===== config.mk =====
export PLATFORM = sky130hd
export DESIGN_NAME = fetch_unit
export DESIGN_NICKNAME = d
export VERILOG_FILES = /design/src/rtl/fetch_unit.sv
export SDC_FILE = /design/constraint.sdc
export NUM_CORES = 1
export LEC_CHECK = 0
export CORE_MARGIN = 1.5
export CORE_UTILIZATION = 25
export CTS_CLUSTER_DIAMETER = 80
export DETAILED_ROUTE_END_ITERATION = 12
export DONT_BUFFER_PORTS = 1
export SLEW_MARGIN = 40
export SYNTH_ARGS = -nofsm -noshare
export SYNTH_HDL_FRONTEND = slang
export SYNTH_SLANG_ARGS = --single-unit

===== constraint.sdc =====
create_clock -name clk -period 5.4 [get_ports clk]
set_input_delay 0 -clock clk [delete_from_list [all_inputs] [get_ports clk]]
set_output_delay 0 -clock clk [all_outputs]
set_load 0.005 [all_outputs]

===== src/rtl/fetch_unit.sv =====
// Instruction fetch stage: owns the PC, fetches over imem req/ready, holds on stall, kills on redirect.
// Optional FETCH_PERF_CNT_EN adds saturating fetch_count/wait_count outputs.
module fetch_unit #(
  parameter logic [15:0] RESET_PC  = 16'h0000,
  parameter logic [15:0] NOP_INSTR = 16'hFFFF
) (
  input  logic        clk,
  input  logic        reset_n,
  input  logic        stall,
  input  logic        redirect,
  input  logic [15:0] redirect_pc,
  output logic        imem_req,
  output logic [15:0] imem_addr,
  input  logic [15:0] imem_rdata,
  input  logic        imem_ready,
  output logic [15:0] instr_out,
  output logic [15:0] pcplus2_out,
  output logic        fetch_valid
`ifdef FETCH_PERF_CNT_EN
  ,
  output logic [15:0] fetch_count,
  output logic [15:0] wait_count
`endif
);

  localparam int unsigned XLEN = 16;

  typedef enum logic [1:0] {
    IDLE = 2'd0,
    REQ  = 2'd1,
    HOLD = 2'd2
  } state_t;

  state_t            state_q, state_d;
  logic [XLEN-1:0]   pc_q, pc_d;
  logic              kill_q, kill_d;
  logic [XLEN-1:0]   kill_addr_q, kill_addr_d;
  logic [XLEN-1:0]   hold_instr_q, hold_instr_d;
  logic [XLEN-1:0]   hold_pc2_q, hold_pc2_d;
  logic [XLEN-1:0]   pc_plus2;
  logic [XLEN-1:0]   target;

  assign pc_plus2 = pc_q + XLEN'(2);
  assign target   = redirect_pc & ~XLEN'(1);

  // State register; kill_addr keeps the outstanding address stable while pc already points at the target
  always_ff @(posedge clk or negedge reset_n) begin
    if (!reset_n) begin
      state_q      <= IDLE;
      pc_q         <= RESET_PC;
      kill_q       <= 1'b0;
      kill_addr_q  <= RESET_PC;
      hold_instr_q <= NOP_INSTR;
      hold_pc2_q   <= '0;
    end else begin
      state_q      <= state_d;
      pc_q         <= pc_d;
      kill_q       <= kill_d;
      kill_addr_q  <= kill_addr_d;
      hold_instr_q <= hold_instr_d;
      hold_pc2_q   <= hold_pc2_d;
    end
  end

  // Next-state and output decode
  always_comb begin
    state_d      = state_q;
    pc_d         = pc_q;
    kill_d       = kill_q;
    kill_addr_d  = kill_addr_q;
    hold_instr_d = hold_instr_q;
    hold_pc2_d   = hold_pc2_q;
    imem_req     = 1'b0;
    imem_addr    = kill_q ? kill_addr_q : pc_q;
    instr_out    = NOP_INSTR;
    pcplus2_out  = '0;
    fetch_valid  = 1'b0;

    case (state_q)
      IDLE: state_d = REQ;

      REQ: begin
        imem_req = 1'b1;
        if (redirect) begin
          pc_d = target;
          if (imem_ready) begin
            kill_d = 1'b0;
          end else begin
            if (!kill_q) kill_addr_d = pc_q;
            kill_d = 1'b1;
          end
        end else if (imem_ready) begin
          if (kill_q) begin
            kill_d = 1'b0;
          end else begin
            fetch_valid = 1'b1;
            instr_out   = imem_rdata;
            pcplus2_out = pc_plus2;
            if (stall) begin
              hold_instr_d = imem_rdata;
              hold_pc2_d   = pc_plus2;
              state_d      = HOLD;
            end else begin
              pc_d = pc_plus2;
            end
          end
        end
      end

      HOLD: begin
        if (redirect) begin
          pc_d    = target;
          state_d = REQ;
        end else begin
          fetch_valid = 1'b1;
          instr_out   = hold_instr_q;
          pcplus2_out = hold_pc2_q;
          if (!stall) begin
            pc_d    = pc_plus2;
            state_d = REQ;
          end
        end
      end

      default: state_d = IDLE;
    endcase
  end

`ifdef FETCH_PERF_CNT_EN
  logic accept;
  logic wait_cyc;

  assign accept   = !redirect && !stall &&
                    (((state_q == REQ) && imem_ready && !kill_q) || (state_q == HOLD));
  assign wait_cyc = (state_q == REQ) && !imem_ready;

  // Saturating performance counters
  always_ff @(posedge clk or negedge reset_n) begin
    if (!reset_n) begin
      fetch_count <= '0;
      wait_count  <= '0;
    end else begin
      if (accept && (fetch_count != 16'hFFFF)) fetch_count <= fetch_count + 16'd1;
      if (wait_cyc && (wait_count != 16'hFFFF)) wait_count <= wait_count + 16'd1;
    end
  end
`endif

endmodule


* After elaboration in Yosys (flattened, before gate mapping)
Index checks and enable logic that the tools add are counted.
Word-level totals: input port bits 37, flip-flop bits (word level) 67, word-level logic and storage cells 60, output and inout bits 50
Cells by class: eq/ne operators 9, add/subtract/negate cells 1, bitwise gates (word level) 3, multiplexer cells 33, reduce and logical (&&, ||, !) cells 8
Operator list (count):
- $mux W16 | 14
- $pmux W16 S2 | 3
- $add A16 B2 Y16 const B | 1
- $mux W2 | 6
- $reduce_and A5 Y1 | 2
- $ne A3 B3 Y1 const B | 3
- $mux W1 | 8
- $ne A2 B2 Y1 const B | 4
- $pmux W2 S3 | 1
- $reduce_and A3 Y1 | 2
- $reduce_bool A2 Y1 | 2
- $not A1 Y1 | 3
- $eq A2 B1 Y1 const B | 1
- $eq A2 B2 Y1 const B | 1
- $logic_not A2 Y1 | 1
- $pmux W1 S2 | 1
- $reduce_and A2 Y1 | 1

* Longest topological paths before layout
Gate-level depths: netlist of run 1.
word-level depth 6, gate-level depth with buffers 8, depth with buffers taken out 7

* Worst setup path after synthesis of run 1
No wires, ideal clock.
kind register to register, start reg state_q[1], end reg kill_addr_q[12], setup time 125 ps, period minus slack after synthesis 1877 ps, path slack 3523 ps, arrival time 1752 ps, data required time 5275 ps, buffers on the path 2, stages on the path, launching flop included 8, cells stage by stage dfrtp_1 -> inv_1 -> ha_1 -> inv_1 -> or3_1 -> buf_2 -> buf_2 -> mux2_2
Between the ends: longest elaborated chain between the ends 2
Ends and longest elaborated chain:
- start, declared | RTL line 34 | state_t state_q, state_d;
- start signal, assigned | RTL line 56 | state_q <= state_d;
- $eq A2 B1 Y1 | RTL line 79 | case (state_q)
- $reduce_and A3 Y1 (no line)
- end signal, assigned | RTL line 59 | kill_addr_q <= kill_addr_d;
- end, declared | RTL line 37 | logic [XLEN-1:0] kill_addr_q, kill_addr_d;
Every way passes these cells. A chain may end at the register's enable or synchronous reset.

* Worst setup path after layout of run 1
start reg kill_q, end reg pc_q[15]
Between the ends: longest elaborated chain between the ends 2
Ends and longest elaborated chain:
- start, declared | RTL line 36 | logic kill_q, kill_d;
- start signal, assigned | RTL line 58 | kill_q <= kill_d;
- $ne A3 B3 Y1 (no line)
- $reduce_and A3 Y1 (no line)
- end signal, assigned | RTL line 57 | pc_q <= pc_d;
- end, declared | RTL line 35 | logic [XLEN-1:0] pc_q, pc_d;
Every way passes these cells.

==> results of run 1 <==
==> kinds of logic after synthesis <==
logic type / share of synthesized area (%)
AOI/OAI and AO/OA: 15.12
DFF: 45.01
xor gates and xnor gates: 3.112
and+or+nand+nor: 13.58
buffers and inverters: 4.377
other: 0.1025
muxes: 17.00
adders and majority gates: 1.710
==> power breakdown <==
group          internal [mW]  leakage, nW  switching [mW]  total [mW]
Combinational          0.429        0.881           0.535       0.964
Clock                  0.329        0.136           0.232       0.561
Sequential             0.755        0.777           0.198       0.954
Total                   1.51         1.79           0.965        2.48
==> registers in the layout (all words and copies together) (netlist names) <==
name / cells
hold_pc2_q: 15
kill_q: 1
pc_q: 15
hold_instr_q: 16
kill_addr_q: 16
state_q: 2
==> path summary, 6_finish.rpt <==
kind                       cells after the start  slack, ns         endpoint     startpoint
max                                            7       2.26         pc_q[15]         kill_q
min                                            4       0.04       state_q[1]     imem_ready
max reg2reg                                    7       2.26         pc_q[15]         kill_q
min reg2reg                                    2       0.48    hold_pc2_q[6]  hold_pc2_q[6]
max in group asynchronous                      2       4.87  hold_instr_q[5]        reset_n
min in group asynchronous                      2       0.20   kill_addr_q[0]        reset_n
==> final cells by class <==
| class | count | area (µm²) | area share (%) |
|---|---|---|---|
| clock buffer | 10 | 239.0 | 5.341 |
| timing repair buffer | 41 | 422.9 | 9.452 |
| tap | 184 | 230.2 | 5.145 |
| inverter | 7 | 26.28 | 0.5872 |
| sequential | 65 | 1648 | 36.83 |
| clock inverter | 6 | 50.05 | 1.119 |
| multi-input combinational | 273 | 1858 | 41.53 |
==> cell usage after synthesis (6+ instances only) <==
cell      instances  area, µm²
xor2_1            6      52.55
a21oi_1          13      65.06
xnor2_1           7      61.31
mux2_2           49      551.8
nor2b_1           8      50.05
dfrtp_1          49       1226
clkbuf_1         15      56.30
nand3_1          27      135.1
mux2i_1           7      70.07
o21ai_0          61      305.3
nand2_1          38      142.6
dfstp_2          16      420.4
nor2_1            8      30.03
inv_1             6      22.52
a22oi_1           7      52.55
==> metrics by stage <==
stage	util, %	hold WS [ns]
finish	31.02	0.03685
detailed placement	26.16	-0.2941
global route	31.02	0.06788
CTS	30.99	0.01553
global placement	26.14	-0.2941
floorplan	-	-0.2956
==> cell usage in the layout, fill, tap and decap left out, drive strengths merged, types with 2 or more instances in the layout <==
cell type    count
inv             10
o21ai           62
a21o             2
nand3           27
a22oi            7
a21oi           13
nor2b            8
xor2             6
nor2             9
nor3             2
xnor2            7
o21bai           2
o22ai            5
and2             2
clkinvlp         2
mux2            49
dfrtp           49
mux2i            7
buf              3
dfstp           16
nand2           39
ha               5
o21a             2
dlygate4sd3     38
and3             4
clkbuf          10
nand4            4
==> tightest hold or removal path, cell delays in order <==
cell,delay [ns]
nand2b_1,0.10
nor2_1,0.05
nand2_1,0.08
o32ai_1,0.09
==> metal layers <==
layer	vias up	global-route usage [%]
li1	1376	-
met1	1472	17.50
met2	70	21.75
met3	10	3.480
met4	0	5.256
met5	-	0
==> metrics.cfg, run 1 <==
[critical_path]
cp_common_cell=dlygate4sd3_1
cp_top_family=buffers and inverters
cp.required_ns=5.62
worstSetupEndpointType=flop
cp_slowest_stage_delay_ns=0.66
crit_fanout=23
critPathKind=reg2reg
cpMaxStageDelayCell=a2111oi_2
path_buf_inv=2
crit_chain=nand2b_1 > a2111oi_2 > nand4_1 > a21oi_1 > dlygate4sd3_1 > nor2_1 > dlygate4sd3_1
worst_setup_path_start_kind=flop
cp.arrival_ns=3.36

[timing]
worst_slew_pin_slew_ns=0.7908
rsz0062_at_grt=no
finalSetupViolCount=0
setup_slack_ns=2.258
fmax_mhz=318.3
period_needed_ns=3.142
fin_skew_ns=0.006130
period_share_pct=58.18
slew_violations=0
relSlewSlack_pct=47.28
finalHoldViolations=0
finalSetupTns_ns=0

[layout]
final_cell_count_no_fill=586
drive_gt1_share_pct=22.64
antenna_cells=0
syn_to_final_growth_pct=22.30
fill_cells=1480
final_net_count=439
final_area_mm2=0.004474

[route]
vias_per_cell=4.997
first_pass_iters=5
wirelength_mm=10.08
wl_per_cell_um=17.21
ant_nets=0
post-route-drc-count=0
detail_route.iter0.violations=118
num_vias=2928
wl_met3_um=506
m1WireLength_mm=4.504
met2WireLength_mm=4.921
route.top_layer_used=met4

[floorplanning]
rows=44
die_y_um=124.0
die-width_um=124.0
io-pin-count=87
dieArea_mm2=0.01537
initial_core_util_pct=25.36
coreArea_mm2=0.01442

[synthesis]
synth_area_mm2=0.003659
yosys_most_used_dff=dfrtp_1
netlist_instances=372
syn_nets=414
synth_edf_count=0
synth.avg_cell_area_um2=9.835
ys_async_sr_fraction_pct=100.0
synth_cell_types=43
yosysWarnings=0
synth_seq_cells=65
yosysSeqAreaShare_pct=45.01

[cts]
ctsHoldBuffers=39
post_cts_buffers=0
max-clock-path-buffers=2
cts_max_level=3
cts_buffers=9
cts_root_buf=clkbuf_16
postCtsResizedCells=0
clk_latency_ns=0.34
cts.reportedPaths.clkPinSlew_ns=0.06
cts_num_sinks=65
cts_tree=built

[place]
dpl.hpwl_mm=6.829
dp_slack_ns=2.562
portBuffers=0
dp_cells=531
placed_area_mm2=0.003774
globalplace.congestion=0.7748

[power_and_ir_drop]
p_leak_nw=1.793
total_power_mw=2.478
worst_ir_drop_vdd_v=0.0001650
powerDensity_mw_per_mm2=553.9

[grt]
grt_max_degree=66
antenna_found_initial=0
grt_pass1_vias=2863
track_usage_pct=13.55
overflow=0
grt_pass1_wl_mm=15.52

[outcome]
outcome=finished, final reports clean

[hold_path]
hp-class=in2reg

[flow_run]
drv_cap=0

(Power assumes the default switching activity.)
==> run 2: changes to the inputs <==
--- a/config.mk
+++ b/config.mk
@@ -5,6 +5,7 @@
 export SDC_FILE = /design/constraint.sdc
 export NUM_CORES = 1
 export LEC_CHECK = 0
+export ABC_AREA = 1
 export CORE_MARGIN = 1.5
 export CORE_UTILIZATION = 25
 export CTS_CLUSTER_DIAMETER = 80
==> constraint.sdc (replaced) <==
create_clock -name clk -period 3 [get_ports clk]
set_input_delay 0 -clock clk [delete_from_list [all_inputs] [get_ports clk]]
set_output_delay 0 -clock clk [all_outputs]
set_load 0.005 [all_outputs]
==> run 2 against run 1 <==
Against the previous run: synthesized area rose by 2.6%; sequential share of layout area decreased by 0.73 points; cell count is 23% higher; die area increased by 2.5%; clock skew is 0.0036 ns higher; count of clock-buffer cells in the layout is the same; final area is 2.0% higher; maximum frequency up 30%; via count increased by 17%; highest routed layer unchanged.
==> metrics.cfg, run 2 <==
[outcome]
outcome=finished, final reports clean

[synthesis]
yosysTopAreaCellShare_pct=32.67
synth.most_common_cell=nand2_1
syn_nets=548
synth_area_leaders=dfrtp_1 (33%), nand2_1 (17%), dfstp_2 (11%)
synth_cell_types=31
synthTopCellsByCount=nand2_1 (174), o21ai_0 (61), dfrtp_1 (49)
synth_area_mm2=0.003754
yosysWarnings=0
synth_top_cell_by_area=dfrtp_1
synth_edf_count=0
synth_seq_cells=65
synth.avg_cell_area_um2=7.418
yosys_most_used_dff=dfrtp_1
netlist_instances=506
yosysSeqAreaShare_pct=43.87
ys_async_sr_fraction_pct=100.0

[hold_path]
hp-class=in2reg

[layout]
final_net_count=574
layout_common_cells=nand2_1 (174), o21ai_0 (61), dfrtp_1 (49)
drive_gt1_share_pct=11.59
syn_to_final_growth_pct=21.53
final_area_mm2=0.004562
reg.largest.list=hold_instr_q (16), kill_addr_q (16)
antenna_cells=0
layout_commonest_cell=nand2_1

[route]
met2WireLength_mm=4.776
wl_met3_um=832
wirelength_mm=10.68
post-route-drc-count=0
wl_per_cell_um=14.85
first_pass_iters=5
num_vias=3425
detail_route.iter0.violations=216
ant_nets=0
vias_per_cell=4.764
m1WireLength_mm=4.886
route.top_layer_used=met4

[grt]
antenna_found_initial=0
grt_pass1_vias=3367
overflow=0
grt_pass1_wl_mm=17.80
grt_max_degree=66
track_usage_pct=13.98

[place]
placed_area_mm2=0.003887
portBuffers=0
dp_slack_ns=0.8689
globalplace.congestion=0.8066
dpl.hpwl_mm=7.218

[power_and_ir_drop]
p_int_mw=2.739
pwr-share-clk_pct=22.9
sequentialPowerShare_pct=34.8
switching_share_pct=41.83
powerDensity_mw_per_mm2=1032
worst_ir_drop_vdd_v=0.0003693
p_switching_mw=1.970
total_power_mw=4.709
combPwrFrac_pct=42.3
p_leak_nw=2.037

[critical_path]
cpMaxStageDelayCell=dlygate4sd3_1
worstSetupEndpointType=flop
crit_chain=inv_1 > ha_1 > buf_4 > clkinv_1 > nor2_1 > o21ai_4 > nor2_1 > o21ai_0 > dlygate4sd3_1 > o21ai_1
crit_fanout=19
path_buf_inv=4
cp.arrival_ns=2.67
worst_setup_path_start_kind=flop
cp_common_cell=nor2_1
cp.required_ns=3.25
critPathKind=reg2reg
cp_top_family=buffers and inverters
cp_slowest_stage_delay_ns=0.59

[cts]
cts_root_buf=clkbuf_16
clk_latency_ns=0.33
post_cts_buffers=0
max-clock-path-buffers=2
cts_buffers=9
cts_num_sinks=65
cts_max_level=3
cts_tree=built
cts.reportedPaths.clkPinSlew_ns=0.06

[flow_run]
drv_cap=0

[floorplanning]
dieArea_mm2=0.01576
rows=44
io-pin-count=87
coreArea_mm2=0.01459
die-width_um=125.5
die_y_um=125.5
initial_core_util_pct=25.73

[timing]
slew_violations=0
rsz0062_at_grt=no
setup_slack_ns=0.5791
finalSetupViolCount=0
worst_slew_pin_slew_ns=0.8009
period_needed_ns=2.421
relSlewSlack_pct=46.55
fin_skew_ns=0.009708
fin_hold_ws_ns=0.005242
period_share_pct=80.70
finalHoldViolations=0
finalSetupTns_ns=0
fmax_mhz=413.1

[run 2: cell count changes in the layout (fill, tap and decap cells not counted), moves of 5 or more]
cell | previous run | this run
a21oi_1 | 13 | 30
nor2_1 | 8 | 33
inv_1 | 6 | 29
nand3_1 | 27 | 39
mux2_2 | 49 | 14
a22oi_1 | 7 | 0
xnor2_1 | 7 | 0
nor2b_1 | 8 | 0
o22ai_1 | 5 | 0
nand2_1 | 38 | 174
buf_4 | 2 | 7
mux2i_1 | 7 | 0
[run 2: per-layer routing]
layer  track usage [%]  up-vias
met5                 0        -
met4             4.679        0
met3             4.707       14
met2             21.42       92
met1             18.48     1624
li1                  -     1695
[run 2: what timing repair did]
| item | 4_1_cts | 5_1_grt |
|---|---|---|
| endpoints found under the hold margin | 97 | 0 |
| endpoints found under the setup margin | 0 | 0 |
| hold buffers | 35 | 0 |
| gates resized for setup | 0 | 0 |
[run 2: cell families after synthesis]
group | count (synthesis) | synth area share [%]
flip-flops | 65 | 43.87
other | 1 | 0.09990
adder cells (fa/ha/maj) | 5 | 1.667
AO/OA/AOI/OAI | 101 | 13.90
buffers and inverters | 62 | 7.600
XOR/XNOR | 3 | 0.7001
multiplexers | 14 | 4.200
AND/OR/NAND/NOR | 255 | 27.97
[run 2: per-stage QoR]
stage | cells | util, %
floorplan | 506 | -
global placement | 670 | 26.65
detailed placement | 670 | 26.65
CTS | 719 | 31.22
global route | 719 | 31.27
finish | 719 | 31.27
[run 2: worst min-delay path, delay by kind of cell]
kind / cells / cell delay, ns
AOI/OAI and AO/OA: 1 / 0.15
and+or+nand+nor: 2 / 0.15
[run 2: power by group through the flow]
| stage | clock [mW] | sequential (mW) | combinational, mW |
|---|---|---|---|
| after floorplan | 0 | 1.58 | 1.50 |
| after global placement | 0 | 1.63 | 1.89 |
| after detailed placement | 0 | 1.65 | 1.91 |
| after CTS | 1.10 | 1.64 | 1.99 |
| after global routing | 1.14 | 1.71 | 2.30 |
| final | 1.08 | 1.64 | 1.99 |
[run 2: area by class of cell]
cell class / instances / area [µm²]
clock buffer: 10 / 229.0
clock inverter: 4 / 70.07
fill: 1542 / 10030
inverter: 35 / 136.4
multi-input combinational: 379 / 1829
sequential: 65 / 1647
tap: 184 / 230.2
timing repair buffer: 42 / 420.4
[run 2: final timing paths]
kind	slack (ns)	endpoint	depth (start not counted)	from
min reg2reg	0.46	hold_instr_q[2]	2	hold_instr_q[2]
max	0.58	pc_q[9]	10	state_q[0]
min in group asynchronous	0.22	state_q[0]	2	reset_n
max in group asynchronous	2.43	hold_instr_q[10]	2	reset_n
min	0.005	pc_q[15]	3	redirect
max reg2reg	0.58	pc_q[9]	10	state_q[0]
==> run 3: changes to the inputs <==
--- a/config.mk
+++ b/config.mk
@@ -5,7 +5,7 @@
 export SDC_FILE = /design/constraint.sdc
 export NUM_CORES = 1
 export LEC_CHECK = 0
-export ABC_AREA = 1
+export ABC_AREA = 0
 export CORE_MARGIN = 1.5
 export CORE_UTILIZATION = 25
 export CTS_CLUSTER_DIAMETER = 80
==> constraint.sdc (replaced) <==
create_clock -name clk -period 2 [get_ports clk]
set_input_delay 0 -clock clk [delete_from_list [all_inputs] [get_ports clk]]
set_output_delay 0 -clock clk [all_outputs]
set_load 0.005 [all_outputs]
==> run 3 against run 2 <==
Against the previous run: clock power up 49%; worst setup slack got worse by 0.49 ns; sequential cell count unchanged; worst hold slack better by 0.045 ns; count of clock-buffer cells in the layout up 2; clock skew fell by 0.0036 ns; combinational power increased by 53%; non-clock buffer count rose by 26; utilization rose by 2.0 points; critical path type is now reg2out.
==> metrics.cfg, run 3 (synthesis gave the netlist of run 1 again) <==
[cts]
cts_num_sinks=65
cts_buffers=9
cts_root_buf=clkbuf_16
cts.reportedPaths.clkPinSlew_ns=0.06
clk_latency_ns=0.33
max-clock-path-buffers=2
cts_max_level=3
cts_tree=built

[timing]
fin_skew_ns=0.006130
finalHoldViolations=0
slew_violations=0
relSlewSlack_pct=62.09
fmax_mhz=522.0
period_share_pct=95.78
fin_hold_ws_ns=0.04977
worst_slew_pin_slew_ns=0.5667
period_needed_ns=1.916
setup_slack_ns=0.08443
finalSetupViolCount=0

[floorplanning]
io-pin-count=87
dieArea_mm2=0.01537
rows=44
die-width_um=124.0
initial_core_util_pct=25.36
die_y_um=124.0
coreArea_mm2=0.01442

[place]
globalplace.congestion=0.7858
placed_area_mm2=0.003950
dp_cells=555
dp_slack_ns=0.08260
portBuffers=0
dpl.hpwl_mm=7.043

[grt]
grt_pass1_vias=2984
overflow=0
grt_pass1_wl_mm=15.99
grt_max_degree=66
antenna_found_initial=0
track_usage_pct=13.91

[layout]
final_net_count=466
syn_to_final_growth_pct=31.22
final_cell_count_no_fill=613
antenna_cells=0
layout_commonest_cell=o21ai_0
reg.largest.list=hold_instr_q (16), kill_addr_q (16)
drive_gt1_share_pct=32.17
final_area_mm2=0.004801
layout_common_cells=o21ai_0 (53), mux2_2 (49), dfrtp_1 (47)
postLayoutCoreUtil_pct=33.28
fill_cells=1482

[critical_path]
worstSetupEndpointType=primary output
cp.arrival_ns=1.92
cp-startpoint=pc_q[6]
r2r_setup_slack_ns=0.23
crit-reg2reg-capture=hold_pc2_q[4]
critPathKind=reg2out
crit_fanout=5
r2r-start=state_q[1]
r2r_cells=6
worst_setup_path_start_kind=flop
cp.required_ns=2.00
crit_path_end=pcplus2_out[12]

[power_and_ir_drop]
p_leak_nw=1.977
powerDensity_mw_per_mm2=1496
worst_ir_drop_vdd_v=0.0005185

[route]
post-route-drc-count=0
first_pass_iters=4
num_vias=3001
wirelength_mm=10.36
ant_nets=0
detail_route.iter0.violations=166
wl_per_cell_um=16.90
vias_per_cell=4.896

[hold_path]
hp-class=in2reg
hold_depth=4

[outcome]
outcome=finished, final reports clean

[flow_run]
drv_cap=0

==> run 3: how the worst min path moves through the flow <==
stage / startpoint / endpoint / slack (ns)
after floorplan: reset_n / hold_pc2_q[10] / -0.30
after global placement: reset_n / kill_addr_q[0] / -0.29
after detailed placement: reset_n / kill_addr_q[5] / -0.29
after CTS: imem_ready / state_q[1] / 0.03
after global routing: imem_ready / state_q[1] / 0.08
final: imem_ready / state_q[1] / 0.05
==> run 3: critical path, stage by stage, from the launching register on <==
cell	delay [ns]
dfrtp_1	0.48
nand4_1	0.18
nor3_2	0.24
nand3_1	0.16
xor2_1	0.30
o21ai_2	0.08
buf_4	0.14
==> run 3: area by class of cell <==
| cell class | count | area (µm²) | area share, % |
|---|---|---|---|
| inverter | 7 | 26.28 | 0.5473 |
| tap | 184 | 230.2 | 4.795 |
| clock inverter | 4 | 51.30 | 1.069 |
| multi-input combinational | 273 | 1961 | 40.84 |
| clock buffer | 12 | 256.5 | 5.343 |
| sequential | 65 | 1649 | 34.35 |
| timing repair buffer | 68 | 626.9 | 13.06 |
==> run 3: stage by stage <==
| step | total power [mW] | TNS [ns] |
|---|---|---|
| final | 7.180 | 0 |
| after global routing | 7.729 | -0.03891 |
| after CTS | 7.077 | 0 |
| after detailed placement | 5.260 | 0 |
| after global placement | 5.123 | 0 |
| after floorplan | 4.430 | 0 |
==> run 3: power breakdown <==
part,leakage [nW],internal [mW],total [mW],switching (mW)
logic,1.05,1.40,3.05,1.66
clock network,0.149,1.03,1.61,0.575
registers,0.776,2.04,2.52,0.474
==> run 3: per-layer routing <==
layer	vias to the layer above	part of all wire (%)	track usage, %
met3	16	7.7	5.174
li1	1420	-	-
met1	1492	42	16.91
met2	73	48	22.10
met4	0	2.1	6.037
met5	-	0	0
==> run 3: what timing repair did <==
action / in CTS / in global routing
hold buffers: 38 / 0
pin swaps: 1 / 2
buffers inserted: 1 / 3
gates resized for setup: 11 / 25
endpoints found under the setup margin: 9 / 11
endpoints found under the hold margin: 99 / 0
